## src/rtl/dino_sprite_engine.sv

```systemverilog
// dino_sprite_engine
// Player-sprite engine for the VGA dinosaur game. Tracks the dinosaur's
// run/jump/duck/halt state once per frame. It turns the current scan position
// into a sprite-ROM address and produces one registered sprite pixel per
// scanned pixel, with a fixed two-clock latency.
//
// Ports
//   CLK          pixel clock
//   RESET        synchronous reset, active low
//   fresh        frame strobe level; its falling edge is the frame tick
//   game_status  1 = game running, 0 = freeze in HALT
//   button_jump  jump request (level)
//   button_duck  duck request (level)
//   row_addr     current scan row
//   col_addr     current scan column
//   rom_addr     sprite ROM address (held while the scan is outside the sprite)
//   rom_data     ROM pixel, valid one clock after rom_addr
//   px           sprite pixel
//   jumping      high while in JUMP
//   height       current lift above ground, in rows
module dino_sprite_engine #(
  parameter int unsigned SPR_W    = 82,
  parameter int unsigned SPR_H    = 88,
  parameter int unsigned X0       = 80,
  parameter int unsigned GROUND_Y = 402,
  parameter int unsigned JUMP_T   = 30,
  parameter int unsigned ANIM_DIV = 6,
  parameter int unsigned AW       = 15
) (
  input  logic          CLK,
  input  logic          RESET,
  input  logic          fresh,
  input  logic          game_status,
  input  logic          button_jump,
  input  logic          button_duck,
  input  logic [8:0]    row_addr,
  input  logic [9:0]    col_addr,
  output logic [AW-1:0] rom_addr,
  input  logic          rom_data,
  output logic          px,
  output logic          jumping,
  output logic [9:0]    height
);

  localparam int unsigned TW     = $clog2(JUMP_T + 1);
  localparam int unsigned CW     = (ANIM_DIV > 1) ? $clog2(ANIM_DIV) : 1;
  localparam int unsigned PoseSz = SPR_W * SPR_H;

  localparam logic [TW-1:0] JumpEnd  = TW'(JUMP_T);
  localparam logic [CW-1:0] AnimLast = CW'(ANIM_DIV - 1);
  localparam logic [10:0]   BoxLeft  = 11'(X0);
  localparam logic [10:0]   BoxRight = 11'(X0 + SPR_W);
  localparam logic [10:0]   TopBase  = 11'(GROUND_Y - SPR_H);
  localparam logic [10:0]   BotBase  = 11'(GROUND_Y);

  typedef enum logic [1:0] {StHalt, StRun, StJump, StDuck} state_e;

  // Run poses live at ROM slots 1 and 2, selected by the current leg.
  function automatic logic [1:0] run_pose(input logic l);
    return l ? 2'd2 : 2'd1;
  endfunction

  // ---------------------------------------------------------------------------
  // Frame tick: falling edge of fresh, registered once more so the tick sits
  // one clock after the edge is detected.
  // ---------------------------------------------------------------------------
  logic f1_q, f2_q, tick_q;

  always_ff @(posedge CLK) begin
    if (!RESET) begin
      f1_q   <= 1'b0;
      f2_q   <= 1'b0;
      tick_q <= 1'b0;
    end else begin
      f1_q   <= fresh;
      f2_q   <= f1_q;
      tick_q <= f2_q & ~f1_q;
    end
  end

  // ---------------------------------------------------------------------------
  // Motion state machine, stepped only on tick.
  // ---------------------------------------------------------------------------
  state_e          state_q;
  logic [TW-1:0]   t_q;
  logic [CW-1:0]   anim_cnt_q;
  logic            leg_q;
  logic [1:0]      pose_q;
  logic            jumping_q;

  logic            anim_wrap;
  logic [CW-1:0]   anim_cnt_nxt;
  logic            leg_nxt;

  assign anim_wrap    = (anim_cnt_q == AnimLast);
  assign anim_cnt_nxt = anim_wrap ? '0 : anim_cnt_q + CW'(1);
  assign leg_nxt      = leg_q ^ anim_wrap;

  always_ff @(posedge CLK) begin
    if (!RESET) begin
      state_q    <= StHalt;
      t_q        <= '0;
      anim_cnt_q <= '0;
      leg_q      <= 1'b0;
      pose_q     <= 2'd0;
      jumping_q  <= 1'b0;
    end else if (tick_q) begin
      if (!game_status) begin
        // Freeze: t, leg, animation count and pose all hold, so the sprite
        // stays wherever it was, mid-air included.
        state_q   <= StHalt;
        jumping_q <= 1'b0;
      end else begin
        unique case (state_q)
          StHalt: begin
            state_q <= StRun;
            t_q     <= '0;
            pose_q  <= run_pose(leg_q);
          end
          StRun: begin
            anim_cnt_q <= anim_cnt_nxt;
            leg_q      <= leg_nxt;
            if (button_jump) begin
              state_q   <= StJump;
              t_q       <= TW'(1);
              pose_q    <= 2'd0;
              jumping_q <= 1'b1;
            end else if (button_duck) begin
              state_q <= StDuck;
              pose_q  <= 2'd3;
            end else begin
              pose_q <= run_pose(leg_nxt);
            end
          end
          StJump: begin
            if (t_q == JumpEnd) begin
              state_q   <= StRun;
              t_q       <= '0;
              jumping_q <= 1'b0;
              pose_q    <= run_pose(leg_q);
            end else begin
              t_q <= t_q + TW'(1);
            end
          end
          StDuck: begin
            anim_cnt_q <= anim_cnt_nxt;
            leg_q      <= leg_nxt;
            if (!button_duck) begin
              state_q <= StRun;
              pose_q  <= run_pose(leg_nxt);
            end
          end
          default: ;
        endcase
      end
    end
  end

  // ---------------------------------------------------------------------------
  // Jump height: parabola t*(JUMP_T-t)/2, registered one clock behind t.
  // ---------------------------------------------------------------------------
  logic [2*TW-1:0] t_ext, rem_ext, prod;
  logic [9:0]      height_q;

  assign t_ext   = {{TW{1'b0}}, t_q};
  assign rem_ext = {{TW{1'b0}}, JumpEnd - t_q};
  assign prod    = t_ext * rem_ext;

  always_ff @(posedge CLK) begin
    if (!RESET) begin
      height_q <= '0;
    end else begin
      height_q <= 10'(prod >> 1);
    end
  end

  // ---------------------------------------------------------------------------
  // Pixel pipeline: scan -> rom_addr/in_box_d1 -> rom_data/in_box_d2 -> px.
  // ---------------------------------------------------------------------------
  logic [10:0]   row_w, col_w, top_w, bot_w;
  logic          in_box;
  logic [AW-1:0] addr_w;
  logic [AW-1:0] rom_addr_q;
  logic          in_box_d1_q, in_box_d2_q, px_q;

  assign row_w = {2'b00, row_addr};
  assign col_w = {1'b0, col_addr};
  assign top_w = TopBase - {1'b0, height_q};
  assign bot_w = BotBase - {1'b0, height_q};

  assign in_box = (row_w >= top_w) && (row_w < bot_w) &&
                  (col_w >= BoxLeft) && (col_w < BoxRight);

  assign addr_w = AW'(pose_q) * AW'(PoseSz) +
                  AW'(row_w - top_w) * AW'(SPR_W) +
                  AW'(col_w - BoxLeft);

  always_ff @(posedge CLK) begin
    if (!RESET) begin
      rom_addr_q  <= '0;
      in_box_d1_q <= 1'b0;
      in_box_d2_q <= 1'b0;
      px_q        <= 1'b0;
    end else begin
      // Outside the box the address is held so the ROM sees no needless toggling.
      if (in_box) begin
        rom_addr_q <= addr_w;
      end
      in_box_d1_q <= in_box;
      in_box_d2_q <= in_box_d1_q;
      px_q        <= in_box_d2_q & rom_data;
    end
  end

  assign rom_addr = rom_addr_q;
  assign px       = px_q;
  assign jumping  = jumping_q;
  assign height   = height_q;

endmodule

```

## config.mk

```make
export PLATFORM = sky130hd
export DESIGN_NAME = dino_sprite_engine
export DESIGN_NICKNAME = d
export VERILOG_FILES = /design/src/rtl/dino_sprite_engine.sv
export SDC_FILE = /design/constraint.sdc
export NUM_CORES = 1
export LEC_CHECK = 0
export CAP_MARGIN = 20
export CORE_MARGIN = 8
export CORE_UTILIZATION = 53
export DETAILED_ROUTE_END_ITERATION = 6
export PLACE_DENSITY = 0.79
export SLEW_MARGIN = 25
export SYNTH_ARGS = -nofsm -noshare
export SYNTH_HDL_FRONTEND = slang
export SYNTH_SLANG_ARGS = --single-unit
```

## constraint.sdc

```tcl
create_clock -name CLK -period 6.35 [get_ports CLK]
set_input_delay 1.27 -clock CLK [delete_from_list [all_inputs] [get_ports CLK]]
set_output_delay 1.27 -clock CLK [all_outputs]
set_load 0.1 [all_outputs]
```

* Word level (Yosys, flattened, before mapping) *
Cells that the tools add are included.
Widths: inputs -> output; s select.

cells by class
  $add $sub $neg = 9
  multiply operators = 3
  div/mod/pow operators = 0
  order comparisons = 4
  equality and inequality tests = 13
  shifts and indexed selects = 0
  multiplexer cells = 21
  bitwise gates (word level) = 4
  reductions and logical operators = 11

operators by type and width
  operator               number
  $add 15x15->15         2
  $mux 2                 11
  $sub 9x10->11 const A  2
  $pmux 2 s4             2
  $reduce_and 4->1       4
  $mul 15x6->14 const B  1
  $pmux 5 s3             1
  $sub 9x11->12          1
  $ge 9x11->1            1
  $lt 9x11->1            1
  $mul 2x9->11 const B   1
  $sub 10x7->11 const B  1
  $ge 10x7->1 const B    1
  $lt 10x8->1 const B    1
  $mul 5x5->10           1
  $mux 5                 2
  $ne 3x3->1 const B     3
  $ne 2x2->1 const B     3
  $add 5x1->5 const B    1
  $eq 5x5->1 const B     1
  $sub 5x5->5 const A    1
  $eq 2x2->1 const B     2
  $ne 4x4->1 const B     1
  $add 3x1->3 const B    1
  other kinds (14)       19

storage, ports and cells
  register bits = 45
  latch bits = 0
  bits in writable memories = 0
  memory bits (read-only) = 0
  bits of input ports = 26
  memories = 0

* Depth between registers and ports, before layout *
Gate-level depths: netlist of run 1.

  depth after elaboration = 6
  gate-level depth with buffers = 29

* Least setup slack after synthesis of run 1 *
Ideal clock, no wire load.

  path kind = register to register
  from = register height_q[2] (netlist: height[2])
  to = register rom_addr_q[14] (netlist: rom_addr[14])
  setup time = 0.124 ns
  data arrival time = 6.377 ns
  required time = 6.226 ns
  setup slack = -0.151 ns
  stages on the path, launching flop included = 30
  path buffers = 1
  cell sequence = dfxtp_1 buf_6 nand2_1 xnor2_1 ha_1 a21o_1 a21oi_1 nor2b_1 a311oi_1 xnor2_1 inv_1 fa_1 inv_1 ha_1 ha_1 a21oi_1 o21bai_1 a21oi_1 o21bai_1 a21oi_1 xnor2_1 fa_1 xnor2_1 xnor2_1 xnor2_1 xnor2_1 xnor2_1 xnor3_1 xor2_1 a21oi_2

between the ends
  longest elaborated chain between the ends = 5

ends and longest elaborated chain
  element                                                     RTL line  source
  from (decl)                                                 163       logic [9:0] height_q;
  from (signal assigned)                                      173       height_q <= 10'(prod >> 1);
  $sub 9x10->11, on equally long branches                     188, 189
  $sub 9x11->12, or another cell as far along                 195       AW'(row_w - top_w) * AW'(SPR_W) +
  $mul 15x6->14 / $logic_and 1x1->1 (equally long branches)   195, 191
  $add 15x15->15 / $logic_and 1x1->1 (equally long branches)  194, 191
  $add 15x15->15 / $logic_and 1x1->1 (equally long branches)  195, 192
  to (signal assigned)                                        207       rom_addr_q <= addr_w;
  to (decl)                                                   183       logic [AW-1:0] rom_addr_q;

Parallel ways exist; a longest one is shown, timed or not.
A chain may end at the register's enable or synchronous reset.

* Final worst setup path of run 1 *
  from = input port row_addr[1]
  to = register rom_addr_q[14] (netlist: rom_addr[14])

between the ends
  longest elaborated chain between the ends = 4

ends and longest elaborated chain
  element                                                     RTL line  source
  from (decl)                                                 36        input logic [8:0] row_addr,
  $sub 9x11->12, or another cell as far along                 195
  $mul 15x6->14 / $logic_and 1x1->1 (equally long branches)   195, 191
  $add 15x15->15 / $logic_and 1x1->1 (equally long branches)  194, 191
  $add 15x15->15 / $logic_and 1x1->1 (equally long branches)  195, 192

Parallel ways exist; a longest one is shown, timed or not.

==> results of run 1 <==
==> synthesized netlist by cell type, types with 2 or more instances <==
master,count
sky130_fd_sc_hd__nor2b_1,11
sky130_fd_sc_hd__o31ai_1,2
sky130_fd_sc_hd__and2_1,10
sky130_fd_sc_hd__buf_4,3
sky130_fd_sc_hd__o2111ai_1,2
sky130_fd_sc_hd__nor2_1,53
sky130_fd_sc_hd__mux2i_1,12
sky130_fd_sc_hd__nand3b_1,2
sky130_fd_sc_hd__fa_1,26
sky130_fd_sc_hd__or3_1,2
sky130_fd_sc_hd__a31oi_1,2
sky130_fd_sc_hd__o21ai_0,15
sky130_fd_sc_hd__nand3_1,8
sky130_fd_sc_hd__xor2_1,16
sky130_fd_sc_hd__a32oi_1,2
sky130_fd_sc_hd__ha_1,91
sky130_fd_sc_hd__conb_1,2
sky130_fd_sc_hd__and3_1,2
sky130_fd_sc_hd__inv_1,57
sky130_fd_sc_hd__o21ai_1,4
sky130_fd_sc_hd__a211oi_1,2
sky130_fd_sc_hd__nor3_1,10
sky130_fd_sc_hd__nand2b_1,11
sky130_fd_sc_hd__o21bai_1,5
sky130_fd_sc_hd__xnor2_1,38
sky130_fd_sc_hd__dfxtp_1,43
sky130_fd_sc_hd__o21a_1,2
sky130_fd_sc_hd__nor4_1,3
sky130_fd_sc_hd__a21o_1,15
sky130_fd_sc_hd__a21oi_1,33
sky130_fd_sc_hd__nor3b_1,2
sky130_fd_sc_hd__clkbuf_1,3
sky130_fd_sc_hd__o211ai_1,2
sky130_fd_sc_hd__nand2_1,26
==> area by class of cell <==
| class | instances | area, um^2 |
|---|---|---|
| Multi-Input combinational cell | 435 | 3910 |
| Fill cell | 623 | 2377 |
| Timing Repair Buffer | 133 | 1140 |
| Sequential cell | 43 | 865.8 |
| Inverter | 57 | 214.0 |
| Tap cell | 108 | 135.1 |
| Clock buffer | 6 | 82.58 |
| Clock inverter | 2 | 38.79 |
==> timing repair <==
| item | CTS | global route |
|---|---|---|
| hold endpoints to repair | 0 | 0 |
| endpoints found under the setup margin | 3 | 16 |
| gates resized for setup | 13 | 22 |
| setup buffers | 22 | 4 |
| pin swaps | 18 | 25 |
==> metal layers <==
| metal | routed length [um] | vias to the layer above |
|---|---|---|
| met3 | 500 | 4 |
| met1 | 5107 | 2007 |
| met5 | 0 | - |
| met4 | 54 | 0 |
| li1 | - | 2103 |
| met2 | 6235 | 77 |
==> layout by cell type, fill, tap and decap left out, types with 5 or more instances in the layout <==
| cell | count |
|---|---|
| sky130_fd_sc_hd__nand3_1 | 8 |
| sky130_fd_sc_hd__and2_1 | 10 |
| sky130_fd_sc_hd__fa_1 | 25 |
| sky130_fd_sc_hd__a21oi_1 | 27 |
| sky130_fd_sc_hd__clkdlybuf4s50_1 | 45 |
| sky130_fd_sc_hd__nor3_1 | 10 |
| sky130_fd_sc_hd__a21oi_2 | 5 |
| sky130_fd_sc_hd__ha_4 | 9 |
| sky130_fd_sc_hd__clkbuf_8 | 6 |
| sky130_fd_sc_hd__ha_1 | 80 |
| sky130_fd_sc_hd__nand2b_1 | 10 |
| sky130_fd_sc_hd__a21o_1 | 15 |
| sky130_fd_sc_hd__mux2i_1 | 12 |
| sky130_fd_sc_hd__buf_4 | 82 |
| sky130_fd_sc_hd__xnor2_1 | 34 |
| sky130_fd_sc_hd__nand2_1 | 26 |
| sky130_fd_sc_hd__o21bai_1 | 5 |
| sky130_fd_sc_hd__nor2_1 | 53 |
| sky130_fd_sc_hd__inv_1 | 56 |
| sky130_fd_sc_hd__o21ai_0 | 15 |
| sky130_fd_sc_hd__nor2b_1 | 10 |
| sky130_fd_sc_hd__dfxtp_1 | 39 |
| sky130_fd_sc_hd__xor2_1 | 14 |
==> power breakdown <==
part	internal, mW	total, mW	switching (mW)	leakage [nW]
Sequential	0.274	0.278	0.00317	0.349
Clock	0.129	0.226	0.0967	0.0618
Combinational	0.683	1.31	0.632	2.66
Total	1.09	1.82	0.732	3.07
==> state kept, by name, summed over array words and instances, names as in the netlist, 2 cells and up <==
name / flops
anim_cnt_q: 3
height: 8
pose_q: 2
rom_addr: 15
state_q: 2
t_q: 5
==> worst min-delay path by stage <==
stage / depth (start not counted) / slack, ns / end / startpoint
floorplan: 1 / 0.39 / tick_q$_SDFF_PN0_ / f1_q$_SDFF_PN0_
global placement: 1 / 0.41 / tick_q$_SDFF_PN0_ / f1_q$_SDFF_PN0_
detailed placement: 1 / 0.41 / tick_q$_SDFF_PN0_ / f1_q$_SDFF_PN0_
CTS: 1 / 0.43 / tick_q$_SDFF_PN0_ / f1_q$_SDFF_PN0_
global route: 1 / 0.43 / tick_q$_SDFF_PN0_ / f1_q$_SDFF_PN0_
finish: 1 / 0.42 / tick_q$_SDFF_PN0_ / f1_q$_SDFF_PN0_
==> cells by family (layout without fill, tap and decap cells) <==
group | count (synthesis) | count (layout)
compound gates | 101 | 101
xor+xnor | 55 | 55
fa+ha+maj | 117 | 117
buf+inv | 66 | 198
flops | 43 | 43
mux | 12 | 12
other cells | 2 | 3
simple gates | 147 | 147
==> stage by stage <==
stage                 util  setup WS (ns)
floorplan                -        0.05075
global placement    0.6652        -0.4145
detailed placement  0.6669        -0.6483
CTS                 0.7079       0.008745
global route        0.7287        -0.2649
finish              0.7287        0.03933
==> critical path: stages <==
cell and delay [ns]:
sky130_fd_sc_hd__dlygate4sd2_1 0.27, sky130_fd_sc_hd__fa_1 0.45, sky130_fd_sc_hd__a21o_1 0.21, sky130_fd_sc_hd__a21oi_1 0.18
sky130_fd_sc_hd__xnor2_1 0.20, sky130_fd_sc_hd__ha_1 0.30, sky130_fd_sc_hd__inv_1 0.08, sky130_fd_sc_hd__fa_1 0.43
sky130_fd_sc_hd__inv_1 0.12, sky130_fd_sc_hd__ha_4 0.22, sky130_fd_sc_hd__ha_4 0.25, sky130_fd_sc_hd__a21oi_4 0.15
sky130_fd_sc_hd__o21bai_1 0.10, sky130_fd_sc_hd__a21oi_2 0.17, sky130_fd_sc_hd__o21bai_1 0.11, sky130_fd_sc_hd__a21oi_2 0.22
sky130_fd_sc_hd__xnor2_2 0.09, sky130_fd_sc_hd__fa_2 0.38, sky130_fd_sc_hd__xnor2_2 0.14, sky130_fd_sc_hd__xnor2_1 0.18
sky130_fd_sc_hd__xnor2_1 0.10, sky130_fd_sc_hd__xnor2_1 0.21, sky130_fd_sc_hd__xnor2_1 0.16, sky130_fd_sc_hd__xnor3_1 0.25
sky130_fd_sc_hd__xor2_1 0.16, sky130_fd_sc_hd__a21oi_2 0.14
==> metrics list, run 1 <==
* Slack of the worst reg-to-reg path: 0.55 ns
* Clock input transition at the sequential cells of the worst setup and hold paths: 0.09 ns
* Leading cell types by total area after synthesis: sky130_fd_sc_hd__ha_1 (24%), sky130_fd_sc_hd__dfxtp_1 (18%), sky130_fd_sc_hd__fa_1 (11%)
- Met3 Resource Use GR: 0.02652
* Worst IR drop on VDD: 175.7 uV
- On the final layout, the worst clock skew is 0.01214 ns.
- Multiplexer share of the synthesized area: 0.02497
- The congestion estimate from routability-driven global placement came to 0.8898.
- Placement row count: 34
* Number of distinct library cell variants in the gate-level netlist after synthesis: 60
- Mean cell area of the mapped netlist: 8.857 um^2
* Placed inst area: 5844 um^2
* Number of DRC markers after the initial detailed-route iteration: 130
- # DRC: 0
- Final setup violation count: 0
* Main combinational cell family by area after synthesis: adder cells
- Share of synthesized registers carrying an async set or reset: 0
- Layout net count: 818
* Power per cell area: 284.8 nW/um^2
* # clock sinks: 43
- Measured along the x axis, the die boundary spans 111.3 um.
* Instance count after placement with tap cells included: 750
- The synthesized design spends more area on one cell type than any other, namely sky130_fd_sc_hd__ha_1.
- Avg Vias per Cell: 5.346
- For this configuration, the core starts out at a cell density of 0.5488.
- Input and output buffers added on the ports amount to 50.
* Area share of and/or/nand/nor cells after synthesis: 0.1524
- Unrepaired setup endpoints after global routing: true
* Core outline area: 8763 um^2
* Max Fanout on Critical Path: 2
- The first global-routing pass estimated 19.72 mm of wire.
- YS warnings: 0
* Max-slew violations: 0
* Slew @ Worst Pin: 0.9909 ns
* H-tree lvl count: 2
* Buffers from clock root to sink, at most: 2
- Once detail routing completed, the nets flagged for antenna violations numbered 0.
- Global-route usage over all layers: 0.1864
- After routing, the total negative slack on setup checks comes to 0 ns.
- TritonCTS built the clock tree.
* Met1 usage in global routing: 0.2275
* Routed WL: 11.90 mm
- The fraction of the mapped netlist area in compound gates was 0.1363.
* Adder-cell share of the synthesized area: 0.3450
* Prevailing post-synth register cell: sky130_fd_sc_hd__dfxtp_1
- In this run the static leakage power is 3.068 nW.
* Worst setup path class: input pin to flip-flop
- Hold bufs inserted after CTS: 0
- The floorplan step set the die height to 111.3 um.
- The routed design could run at a clock period as short as 6.311 ns.
* Max-slew headroom at the worst pin: 0.3373
* Gate Count Post-Synth: 543
- Worst r2r dst: rom_addr[14]$_SDFFE_PN0P_
- For this run, global-route usage on met2 was measured as 0.3354.
* Capture point of the critical path: rom_addr[14]$_SDFFE_PN0P_
* Placed wire-length estimate after detailed placement: 9.378 mm
* Via count of the first global-routing pass: 4289
- GR Overflow Total: 0
- The pre-antenna-repair detailed-routing pass consisted of 5 iterations.
- The floorplan step defined a die boundary enclosing 12380 um^2.
- Number of cells on the worst reg-to-reg path: 25
- In this run, synthesis inferred 0 flip-flops with an integrated enable.
- Start point of the critical path: row_addr[1]
* Ant diodes: 0
- The worst hold path belongs to the class flip-flop to flip-flop.
- Cell area after synthesis: 4810 um^2
* Hold violation count in the final report: 0
- Required time worst endpoint: 6.59 ns
- CTS placed an instance of sky130_fd_sc_hd__clkbuf_8 at the clock tree root.
- The routed layout has 4191 vias.
- Entering global routing, the biggest net connects 33 pins.
- Initial antenna violation count: 0
* P&R area growth vs syn: 32.78%
* Sequential share of the synthesized area: 0.1790
- Static timing analysis puts the maximum clock frequency at 158.5 MHz.
* Final worst path period share: 0.9938
- The finished cells cover 6386 um^2.
* Clock Latency Late Sink: 0.30 ns
- Clock tree synthesis inserted a total of 5 buffers.
- In the final layout, the share of cells above drive strength 1 is 0.1997.
- Layout Cells excl Fill: 784
- Flip-flop and latch count after synthesis: 43
- Run status: finished, final reports clean
- The layer flagged by global routing as most heavily used is met2.
- Count of max-cap constraint violations: 0
- Number of top-level pins: 53
* Critical path launch point type: input pin
* R2r startpoint: height[2]$_SDFF_PN0_
- Post-synthesis xor/xnor area fraction: 0.1030
- Overall power after layout: 1.819 mW
* Endpoint kind of the worst setup timing path: flip-flop
- The tightest hold path in the finished design has a slack of 0.4230 ns.
- Arrival time of the worst setup path: 6.55 ns
- Share of Yosys cell area claimed by the top area cell type: 0.2367
- In the final routed layout, each cell accounts on average for 15.17 um.
No activity file was read; power rests on OpenSTA's default activity.
==> run 2: changes to the inputs <==
- CAP_MARGIN: 20 -> 40
==> metrics list, run 2 (synthesized netlist as in run 1, its figures left out) <==
* Arrival time of the worst setup path: 6.42 ns (-0.13 ns)
- Endpoint kind of the worst setup timing path: flip-flop
- The critical path required time is 6.51 ns (-0.08 ns).
- The count of vias placed by the detailed router was 4352 (+3.8%).
- Commonest non-fill, non-tap cell in the layout: sky130_fd_sc_hd__ha_1
- The buffer depth of the longest clock path was 2 (unchanged).
- Max-slew violations: 0 (unchanged)
* Fin crit period: 6.254 ns (-0.05697 ns)
* Longest individual stage delay on the worst path: 0.47 ns (+0.02 ns)
- The number of hold buffers added after CTS is 0 (unchanged).
- Power per cell area: 278.4 nW/um^2 (-2.2%)
- The maximum number of pins on one net before global-route repair is 18 (-45%).
- Number of DRC markers after the initial detailed-route iteration: 199 (+53%)
- The effective utilization at floorplan came to 0.5488 (unchanged).
- The post-route worst hold slack was 0.4201 ns (-0.002829 ns).
- Placer congestion estimate: 0.8898 (unchanged)
- Placement row count: 34 (unchanged)
- In this run the clock root is driven by a sky130_fd_sc_hd__clkbuf_8.
* Layout Cells excl Fill: 787 (+0.38%)
- The total track usage is 0.2030 (+0.01656).
- Count of max-cap constraint violations: 0 (unchanged)
- # clock sinks: 43 (unchanged)
- The die width came to 111.3 um (unchanged).
* Max-slew headroom at the worst pin: 0.5061 (+0.1688)
* Library cell contributing the largest single delay on the critical path: sky130_fd_sc_hd__fa_1
- GR Overflow Total: 0 (unchanged)
- The wire length of the first global-routing pass came to 21.31 mm (+8.0%).
- The path class of the tightest hold or removal check is flip-flop to flip-flop.
* Met1 usage in global routing: 0.2350 (+0.007514)
* Clock Latency Late Sink: 0.30 ns (about the same)
* Hold violation count in the final report: 0 (unchanged)
- Final worst path period share: 0.9848 (-0.008971)
- The reg-to-reg setup timing slack came to 0.46 ns (-0.09 ns).
- The number of detailed-routing iterations run before antenna repair is 4 (-1).
- Maximum clock rate: 159.9 MHz (+0.91%)
- The maximum vdd ir drop came to 192.5 uV (+9.6%).
- The slew at the pin with the worst max-slew slack was 0.7384 ns (-0.2525 ns).
* Max FFs per register: 15 (unchanged)
- Met3 Resource Use GR: 0.02922 (+0.002706)
* Proportion of layout cells with a drive suffix above 1: 0.2180 (+0.01826)
* Post-Route Setup TNS: 0 ns (unchanged)
- Core outline area: 8763 um^2 (unchanged)
* Avg Vias per Cell: 5.530 (+3.4%)
* Final setup skew: 0.004907 ns (-0.007230 ns)
* Routed WL: 13.49 mm (+13%)
* Run status: finished, final reports clean
- Number of top-level pins: 53 (unchanged)
- Relative to the synthesized area, the layout overhead comes to 38.58%.
- The via count of the first global-routing pass is 4547 (+6.0%).
- The highest fanout seen on the critical path is 4 (+2).
- H-tree lvl count: 2 (unchanged)
* Worst setup path class: input pin to flip-flop
- Ant diodes: 0 (unchanged)
- Leaving out fill and tap cells, the most frequent cells in the layout are sky130_fd_sc_hd__ha_1 (77), sky130_fd_sc_hd__buf_4 (59), sky130_fd_sc_hd__inv_1 (56).
* CP Cell Sequence: dlygate4sd2_1, ha_4, buf_4, and3_4, buf_4, a21boi_4, buf_4, o21ai_2, xor2_1, ha_1, fa_1, ha_1, ha_1, a21oi_2, xnor2_2, fa_2, xnor2_2, xnor2_1, xnor2_1, xnor2_1, xnor2_1, xnor3_1, xor2_1, a21oi_2
* Fillcell total: 551 (-12%)
- Met2 track demand over resource: 0.3698 (+0.03437)
- Die area: 12380 um^2 (unchanged)
* Final setup violation count: 0 (unchanged)
* Final antenna-violating net count: 0 (unchanged)
* Routed wirelength normalized by instance count: 17.14 um (+13%)
* Clock input transition at the sequential cells of the worst setup and hold paths: 0.08 ns (about the same)
- TritonCTS Buffers: 5 (unchanged)
- Count of port buffers added during placement: 50 (unchanged)
* Worst slack after detailed placement: -0.6741 ns (-0.02576 ns)
- Critical path launch point type: input pin
- Core Util, Final: 0.7606 (+0.03184)
* Instance count after placement with tap cells included: 776 (+3.5%)
- Initial antenna violation count: 0 (unchanged)
* Placed wire-length estimate after detailed placement: 10.24 mm (+9.2%)
* CTS tree: yes
* Layout net count: 822 (+0.49%)
- The static leakage power came to 3.154 nW (+2.8%).
- In this run the most used layer during global routing was met2.
* Die H: 111.3 um (unchanged)
- Worst path setup slack after routing: 0.09630 ns (+0.05697 ns)
- # DRC: 0 (unchanged)
- Most frequent cell on the critical path: sky130_fd_sc_hd__xnor2_1
[run 2: cell count changes in the layout (fill, tap and decap cells not counted), sizes merged]
cell / previous run / this run
dlymetal6s2s: 4 / 2
dlygate4sd2: 1 / 2
clkinvlp: 0 / 1
clkinv: 1 / 0
buf: 83 / 87
[run 2: layer usage]
metal | vias up | part of all wire
met5 | - | 0
met4 | 0 | 0.022
met3 | 29 | 0.041
met2 | 89 | 0.53
met1 | 2118 | 0.41
li1 | 2116 | -
[run 2: stage by stage]
step / power, mW / area, um^2
6_report: 1.855 / 6665
5_1_grt: 1.983 / 6665
4_1_cts: 1.792 / 6495
3_5_place_dp: 1.480 / 6235
3_3_place_gp: 1.420 / 5829
2_1_floorplan: 1.036 / 4825
[run 2: repair_timing]
item / CTS / global route
pin swaps: 25 / 23
setup buffers: 1 / 3
gates cloned: 0 / 0
hold endpoints to repair: 0 / 0
endpoints found under the setup margin: 3 / 4
gates resized for setup: 23 / 26
[run 2: power breakdown]
group / switching (mW) / internal, mW / leakage (nW)
Combinational: 0.674 / 0.692 / 2.75
Clock: 0.0959 / 0.115 / 0.0502
Sequential: 0.00346 / 0.274 / 0.349
Total: 0.774 / 1.08 / 3.15
[run 2: worst max-delay path, delay by kind of cell]
family | cells | cell delay [ns]
compound gates | 4 | 0.56
xor+xnor | 9 | 1.63
simple gates | 1 | 0.20
fa+ha+maj | 6 | 2.09
buf+inv | 4 | 0.66
[run 2: final cells by class]
class	count	area, um^2	area share
clock inverter	2	37.54	0.005632
clock buffer	5	68.82	0.01032
multi-input combinational	435	3986	0.5981
sequential	43	865.8	0.1299
tap	108	135.1	0.02027
timing repair buffer	137	1358	0.2037
inverter	57	214.0	0.03210
[run 2: worst paths after layout]
path | from | end | cells after the start
worst max-delay path | row_addr[4] | rom_addr[14]$_SDFFE_PN0P_ | 24
worst min register to register | f1_q$_SDFF_PN0_ | tick_q$_SDFF_PN0_ | 1
worst max register to register | height[2]$_SDFF_PN0_ | rom_addr[14]$_SDFFE_PN0P_ | 27
worst min-delay path | f1_q$_SDFF_PN0_ | tick_q$_SDFF_PN0_ | 1
==> run 3: changes to the inputs <==
- ABC_CLOCK_PERIOD_IN_PS: unset -> 6350
==> results of run 3 <==
The final DEF is identical to that of run 2; final timing and power are the same.
